**src/rtl/disp_decode.sv**
```systemverilog
// Multiplexed 7-segment display decoder: debounces the seg/dig bus, decodes each
// stable digit to BCD and tracks per-digit valid/dp, frame completion and error flags.
module disp_decode #(
   parameter int unsigned STABLE_CYC = 4
) (
   input  logic        i_clk,
   input  logic        i_rst_n,
   input  logic        i_clr,
   input  logic [7:0]  i_seg,
   input  logic [7:0]  i_dig,
   output logic [31:0] o_digits,
   output logic [7:0]  o_dp_out,
   output logic [7:0]  o_valid,
   output logic        o_upd,
   output logic [2:0]  o_upd_idx,
   output logic        o_frame,
   output logic [1:0]  o_err
);

   localparam logic [7:0] CntMax = 8'(STABLE_CYC);
   localparam logic [7:0] CntCap = 8'(STABLE_CYC - 1);

   typedef enum logic [1:0] {StSettle, StCapture, StHold} state_t;

   logic [7:0]  r_seg, r_dig;
   logic [7:0]  r_cnt, w_cnt_d;
   state_t      r_state, w_state_d;
   logic [31:0] r_digits;
   logic [7:0]  r_dp_out, r_valid, r_mask, w_mask_d;
   logic        r_upd, r_frame;
   logic [2:0]  r_upd_idx;
   logic [1:0]  r_err;

   logic        w_same, w_cap, w_upd_now;
   logic [3:0]  w_code;
   logic        w_legal, w_blank;
   logic [2:0]  w_dig_idx;
   logic [3:0]  w_dig_cnt;

   assign w_same = ({i_seg, i_dig} == {r_seg, r_dig});
   // Capture on the edge where the counter steps from STABLE_CYC-1 to STABLE_CYC.
   assign w_cap     = !i_clr && w_same && (r_state == StSettle) && (r_cnt == CntCap);
   assign w_upd_now = w_cap && (w_dig_cnt == 4'd1);

   always_comb begin
      w_cnt_d   = r_cnt;
      w_state_d = r_state;
      if (i_clr || !w_same) begin
         w_cnt_d   = 8'd1;
         w_state_d = StSettle;
      end else begin
         if (r_cnt != CntMax) w_cnt_d = r_cnt + 8'd1;
         if (w_cap) w_state_d = StCapture;
         else if (r_state == StCapture) w_state_d = StHold;
      end
   end

   always_comb begin
      w_code  = 4'hF;
      w_legal = 1'b0;
      w_blank = 1'b0;
      case (r_seg[7:1])
         7'h7E: begin w_code = 4'd0; w_legal = 1'b1; end
         7'h30: begin w_code = 4'd1; w_legal = 1'b1; end
         7'h6D: begin w_code = 4'd2; w_legal = 1'b1; end
         7'h79: begin w_code = 4'd3; w_legal = 1'b1; end
         7'h33: begin w_code = 4'd4; w_legal = 1'b1; end
         7'h5B: begin w_code = 4'd5; w_legal = 1'b1; end
         7'h5F: begin w_code = 4'd6; w_legal = 1'b1; end
         7'h70: begin w_code = 4'd7; w_legal = 1'b1; end
         7'h7F: begin w_code = 4'd8; w_legal = 1'b1; end
         7'h7B: begin w_code = 4'd9; w_legal = 1'b1; end
         7'h00: w_blank = 1'b1;
         default: ;
      endcase
   end

   always_comb begin
      w_dig_idx = 3'd0;
      w_dig_cnt = 4'd0;
      for (int i = 0; i < 8; i++) begin
         if (r_dig[i]) begin
            w_dig_idx = 3'(i);
            w_dig_cnt = w_dig_cnt + 4'd1;
         end
      end
   end

   // A full mask is cleared on the cycle frame is raised.
   always_comb begin
      w_mask_d = (&r_mask) ? 8'd0 : r_mask;
      if (w_upd_now) w_mask_d = w_mask_d | r_dig;
      if (i_clr) w_mask_d = 8'd0;
   end

   always_ff @(posedge i_clk or negedge i_rst_n) begin
      if (!i_rst_n) begin
         r_seg   <= 8'd0;
         r_dig   <= 8'd0;
         r_cnt   <= 8'd0;
         r_state <= StSettle;
      end else begin
         r_seg   <= i_seg;
         r_dig   <= i_dig;
         r_cnt   <= w_cnt_d;
         r_state <= w_state_d;
      end
   end

   always_ff @(posedge i_clk or negedge i_rst_n) begin
      if (!i_rst_n) begin
         r_digits  <= 32'd0;
         r_dp_out  <= 8'd0;
         r_valid   <= 8'd0;
         r_err     <= 2'd0;
         r_upd     <= 1'b0;
         r_upd_idx <= 3'd0;
         r_frame   <= 1'b0;
         r_mask    <= 8'd0;
      end else begin
         r_mask  <= w_mask_d;
         r_upd   <= w_upd_now;
         r_frame <= !i_clr && (&r_mask);
         if (i_clr) begin
            r_digits <= 32'd0;
            r_dp_out <= 8'd0;
            r_valid  <= 8'd0;
            r_err    <= 2'd0;
         end else if (w_cap) begin
            if (w_dig_cnt > 4'd1) begin
               r_err[1] <= 1'b1;
            end else if (w_upd_now) begin
               r_upd_idx                      <= w_dig_idx;
               r_digits[{w_dig_idx, 2'b00} +: 4] <= w_legal ? w_code : 4'hF;
               r_dp_out[w_dig_idx]            <= r_seg[0];
               r_valid[w_dig_idx]             <= w_legal;
               if (!w_legal && !w_blank) r_err[0] <= 1'b1;
            end
         end
      end
   end

   assign o_digits  = r_digits;
   assign o_dp_out  = r_dp_out;
   assign o_valid   = r_valid;
   assign o_upd     = r_upd;
   assign o_upd_idx = r_upd_idx;
   assign o_frame   = r_frame;
   assign o_err     = r_err;

endmodule

```
**config.mk**
```make
export PLATFORM = sky130hd
export DESIGN_NAME = disp_decode
export DESIGN_NICKNAME = d
export VERILOG_FILES = /design/src/rtl/disp_decode.sv
export SDC_FILE = /design/constraint.sdc
export NUM_CORES = 1
export LEC_CHECK = 0
export CAP_MARGIN = 30
export CORE_MARGIN = 10
export CORE_UTILIZATION = 40
export CTS_CLUSTER_SIZE = 25
export DETAILED_ROUTE_END_ITERATION = 6
export GPL_TIMING_DRIVEN = 0
export PLACE_DENSITY = 0.62
export SYNTH_ARGS = -nofsm -noshare
export SYNTH_HDL_FRONTEND = slang
export SYNTH_SLANG_ARGS = --single-unit
```
**constraint.sdc**
```tcl
create_clock -name i_clk -period 5.12 [get_ports i_clk]
set_clock_uncertainty 0.2 [all_clocks]
set_input_delay 0.768 -clock i_clk [delete_from_list [all_inputs] [get_ports i_clk]]
set_output_delay 0.768 -clock i_clk [all_outputs]
set_load 0.03 [all_outputs]
```
==> impl_results.rst <==
.. list-table::
   :header-rows: 1

   * - Metric
     - Value
   * - Switching Share
     - 28.9%
   * - Number of ports placed on the die boundary
     - 74
   * - Clock Latency Late Sink
     - 350 ps
   * - Core region area
     - 0.0125 mm^2
   * - Clock transition at path regs
     - 60 ps
   * - Row count
     - 41
   * - Post-layout minimum cycle time
     - 4890 ps
   * - Clock Tree Root
     - sky130_fd_sc_hd__clkbuf_16
   * - Clock tree from TritonCTS
     - done
   * - DRC errors left
     - 0
   * - Data required time of the critical path
     - 5100 ps
   * - Nature of the critical path endpoint
     - flip-flop
   * - Synth Net Count
     - 528
   * - Transition at the pin with the smallest max-transition slack
     - 768 ps
   * - Post-route clock period utilization
     - 95.6%
   * - Number of instances in the synthesized netlist
     - 496
   * - Reported max-cap violation count
     - 0
   * - Pin count of the biggest net entering global routing
     - 70
   * - Sequential cell area fraction in the yosys report
     - 43.9%
   * - Path type of the worst setup path
     - reg -> reg
   * - Full die area
     - 0.0176 mm^2
   * - Cts hold-fix bufs
     - 0
   * - Number of DRC markers in iteration 0
     - 226
   * - DRT antenna net count
     - 0
   * - Layout net count
     - 622
   * - Kind of start point of the critical path
     - flip-flop
   * - Number of cells in the design after placement
     - 741
   * - Peak supply drop
     - 124 uV
   * - Area contributors post-synth
     - sky130_fd_sc_hd__dfrtp_1 (44%), sky130_fd_sc_hd__mux2i_1 (8.5%), sky130_fd_sc_hd__nand2b_1 (4.9%)
   * - Outcome
     - complete, no violations
   * - Post-synth top area cell
     - sky130_fd_sc_hd__dfrtp_1
   * - Met1 Usage GRT
     - 19.4%
   * - Placer's final routability congestion estimate
     - 0.882
   * - CTS Buf Count
     - 9
   * - Die Y-Extent
     - 133 um
   * - Hold Violations, Final
     - 0
   * - Post-synthesis average cell area
     - 10.2 um^2
   * - Number of inserted diodes
     - 0
   * - Fraction of registers with async set or reset after synthesis
     - 100%
   * - Number of H-tree levels
     - 3
   * - Static power due to leakage
     - 2.92 nW
   * - RSZ-0062 raised after global routing
     - no
   * - Global-route met3 utilization
     - 3.44%
   * - Class of the worst hold path
     - in -> async
   * - Vias
     - 4,033
   * - Routed vias/inst
     - 5.26
   * - Clock net sink count
     - 89
   * - Warnings, synthesis
     - 0
   * - Commonest register cell after synthesis
     - sky130_fd_sc_hd__dfrtp_1
   * - Timing-limited maximum frequency
     - 0.204 GHz
   * - Vias in the first global route
     - 4,097
   * - Cell area after synthesis
     - 0.00507 mm^2
   * - Worst Hold Slack
     - 107 ps
   * - Highest fanout seen on the critical path
     - 10
   * - Comb power frac
     - 21.2%
   * - Number of max-slew violations in the final report
     - 0
   * - Max-Slew Margin vs Limit
     - 48.4%
   * - Count of cell types in the netlist
     - 68
   * - Sequential share of power
     - 39.3%
   * - Met2 track demand over resource
     - 25.0%
   * - Longest Clk Path Bufs
     - 2
   * - Final count of negative-setup-slack endpoints
     - 0
   * - Post-synth EDFFs
     - 0
   * - First-pass GRT wire length
     - 21,700 um
   * - Sum of negative setup slack
     - 0 ps
   * - CP Data Arrival Time
     - 4870 ps
   * - Average routed wire per standard cell
     - 17.5 um
   * - Register bit count reported by yosys
     - 89
   * - Buffers added on ports
     - 72
   * - Die X
     - 133 um
   * - Initial core utilization
     - 40.5%
   * - Clock network power share
     - 39.5%
   * - Top cell types by occurrence after synthesis
     - sky130_fd_sc_hd__dfrtp_1 (89), sky130_fd_sc_hd__mux2i_1 (43), sky130_fd_sc_hd__nand2b_1 (40), sky130_fd_sc_hd__nor2_1 (36), sky130_fd_sc_hd__xnor2_1 (24)
   * - Detailed-route wire length
     - 13,500 um
   * - Total internal power
     - 0.00130 W
   * - Most crowded layer after global routing
     - met2
   * - Power density over cell area
     - 279 mW/mm^2
   * - Proportion of netlist area held by the largest area contributor
     - 43.9%
   * - Fraction of final layout cells sized beyond drive strength 1
     - 12.4%
   * - Net switching power
     - 0.000527 W
   * - Layout Area Growth over Synthesis
     - 28.8%
   * - First-pass iteration count of the detailed router
     - 4
   * - Antenna violations before repair
     - 0
   * - Grt ovf
     - 0
   * - Final standard cell utilization of the core
     - 52.2%
   * - Total GRT Usage
     - 15.2%
   * - Most frequent cell after synthesis
     - sky130_fd_sc_hd__dfrtp_1
   * - Post-layout instance count excluding filler cells
     - 767
   * - Post-detail-place hpwl
     - 10,000 um
kinds of logic (layout without fill, tap and decap cells):
family                   count (synthesis)  after routing  share of synthesized area [%]
multiplexers                            51             51                           10.3
AO/OA/AOI/OAI                           62             62                           9.21
adder cells (fa/ha/maj)                 13             13                           3.21
AND/OR/NAND/NOR                        195            195                           21.5
XOR/XNOR                                40             40                           8.27
flip-flops                              89             89                           43.9
buffers and inverters                   46            145                           3.60
through the flow:
step                      worst slack [ps]  total power, W  cell area [um^2]
after floorplan                        249        0.000975              5070
after global placement                -379         0.00106              6010
after detailed placement              -443         0.00107              6030
after CTS                             7.98         0.00179              6410
after global routing                  4.35         0.00190              6530
final                                  226         0.00182              6530
area by class of cell:
type	count	area [um^2]
Timing Repair Buffer	83	821
Sequential cell	89	2230
Inverter	16	60.1
Buffer	30	128
Tap cell	172	215
Multi-Input combinational cell	361	2760
Clock buffer	10	229
Clock inverter	6	90.1
Fill cell	1179	5990
registers in the layout, indices dropped and copies added (netlist names), 3 cells and up:
register	count
r_cnt	8
o_valid	8
r_dig	8
o_digits	32
r_mask	8
o_dp_out	8
r_seg	8
o_upd_idx	3
repair_timing:
action                                  in CTS  in global routing
setup buffers                                4                  6
cloned                                       0                  0
endpoints found under the hold margin        0                  0
endpoints found under the setup margin      54                 58
resized for setup                            6                 15
pin swaps                                    4                  2
placed cells by master (no fill, tap or decap), types with 4 or more instances in the layout:
master | synthesis | final
sky130_fd_sc_hd__nand4_1 | 15 | 15
sky130_fd_sc_hd__xnor2_1 | 24 | 24
sky130_fd_sc_hd__o21ai_0 | 6 | 6
sky130_fd_sc_hd__mux2_2 | 7 | 7
sky130_fd_sc_hd__buf_2 | 8 | 6
sky130_fd_sc_hd__dfrtp_1 | 89 | 86
sky130_fd_sc_hd__ha_1 | 13 | 11
sky130_fd_sc_hd__a22o_1 | 4 | 4
sky130_fd_sc_hd__and3_1 | 7 | 7
sky130_fd_sc_hd__nor3_1 | 9 | 9
sky130_fd_sc_hd__nand2b_1 | 40 | 40
sky130_fd_sc_hd__buf_4 | 0 | 13
sky130_fd_sc_hd__nand2_1 | 23 | 23
sky130_fd_sc_hd__nor2b_1 | 14 | 13
sky130_fd_sc_hd__or2_2 | 6 | 6
sky130_fd_sc_hd__xor2_1 | 10 | 10
sky130_fd_sc_hd__or4_1 | 8 | 8
sky130_fd_sc_hd__nor2_1 | 36 | 35
sky130_fd_sc_hd__clkbuf_1 | 21 | 22
sky130_fd_sc_hd__clkbuf_16 | 0 | 9
sky130_fd_sc_hd__a21oi_1 | 19 | 18
sky130_fd_sc_hd__inv_1 | 14 | 14
sky130_fd_sc_hd__nor4_1 | 4 | 4
sky130_fd_sc_hd__clkdlybuf4s50_1 | 0 | 71
sky130_fd_sc_hd__o31ai_1 | 5 | 5
sky130_fd_sc_hd__nand3_1 | 16 | 16
sky130_fd_sc_hd__mux2i_1 | 43 | 43
routing by layer:
layer | vias to the layer above | part of all wire [%]
met5 | - | 0
met4 | 0 | 1.4
met3 | 11 | 4.1
met2 | 102 | 49
met1 | 1992 | 46
li1 | 1928 | -
power by group through the flow:
stage / Clock, W / Sequential, W / Combinational (W)
CTS: 0.000726 / 0.000717 / 0.000350
detailed placement: 0 / 0.000730 / 0.000339
global placement: 0 / 0.000730 / 0.000330
finish: 0.000720 / 0.000717 / 0.000385
global route: 0.000764 / 0.000717 / 0.000423
floorplan: 0 / 0.000727 / 0.000248
final timing paths:
path | startpoint | endpoint | slack, ps | cells after the start
setup / recovery | r_dig[2] | o_upd | 230 | 19
min in group i_clk | o_upd_idx[2] | o_upd_idx[2] | 280 | 1
max in group asynchronous | i_rst_n | r_mask[4] | 3980 | 2
hold reg to reg | o_upd_idx[2] | o_upd_idx[2] | 280 | 1
setup reg to reg | r_dig[2] | o_upd | 230 | 19
hold / removal | i_rst_n | r_seg[7] | 110 | 1
critical path: stages, from the launching register on:
cell,delay [ps]
sky130_fd_sc_hd__dfrtp_2,420
sky130_fd_sc_hd__buf_4,200
sky130_fd_sc_hd__buf_4,200
sky130_fd_sc_hd__nor2_1,70
sky130_fd_sc_hd__a21oi_2,200
sky130_fd_sc_hd__ha_4,250
sky130_fd_sc_hd__inv_1,80
sky130_fd_sc_hd__a21oi_1,80
sky130_fd_sc_hd__a21oi_1,210
sky130_fd_sc_hd__xnor2_1,130
sky130_fd_sc_hd__mux2_2,290
sky130_fd_sc_hd__ha_1,340
sky130_fd_sc_hd__nand2_1,100
sky130_fd_sc_hd__nand3_1,110
sky130_fd_sc_hd__o311ai_1,100
sky130_fd_sc_hd__nor3_1,410
sky130_fd_sc_hd__xor2_1,500
sky130_fd_sc_hd__buf_2,330
sky130_fd_sc_hd__nand2_1,80
sky130_fd_sc_hd__nor4_1,430
(Power assumes the default switching activity.)
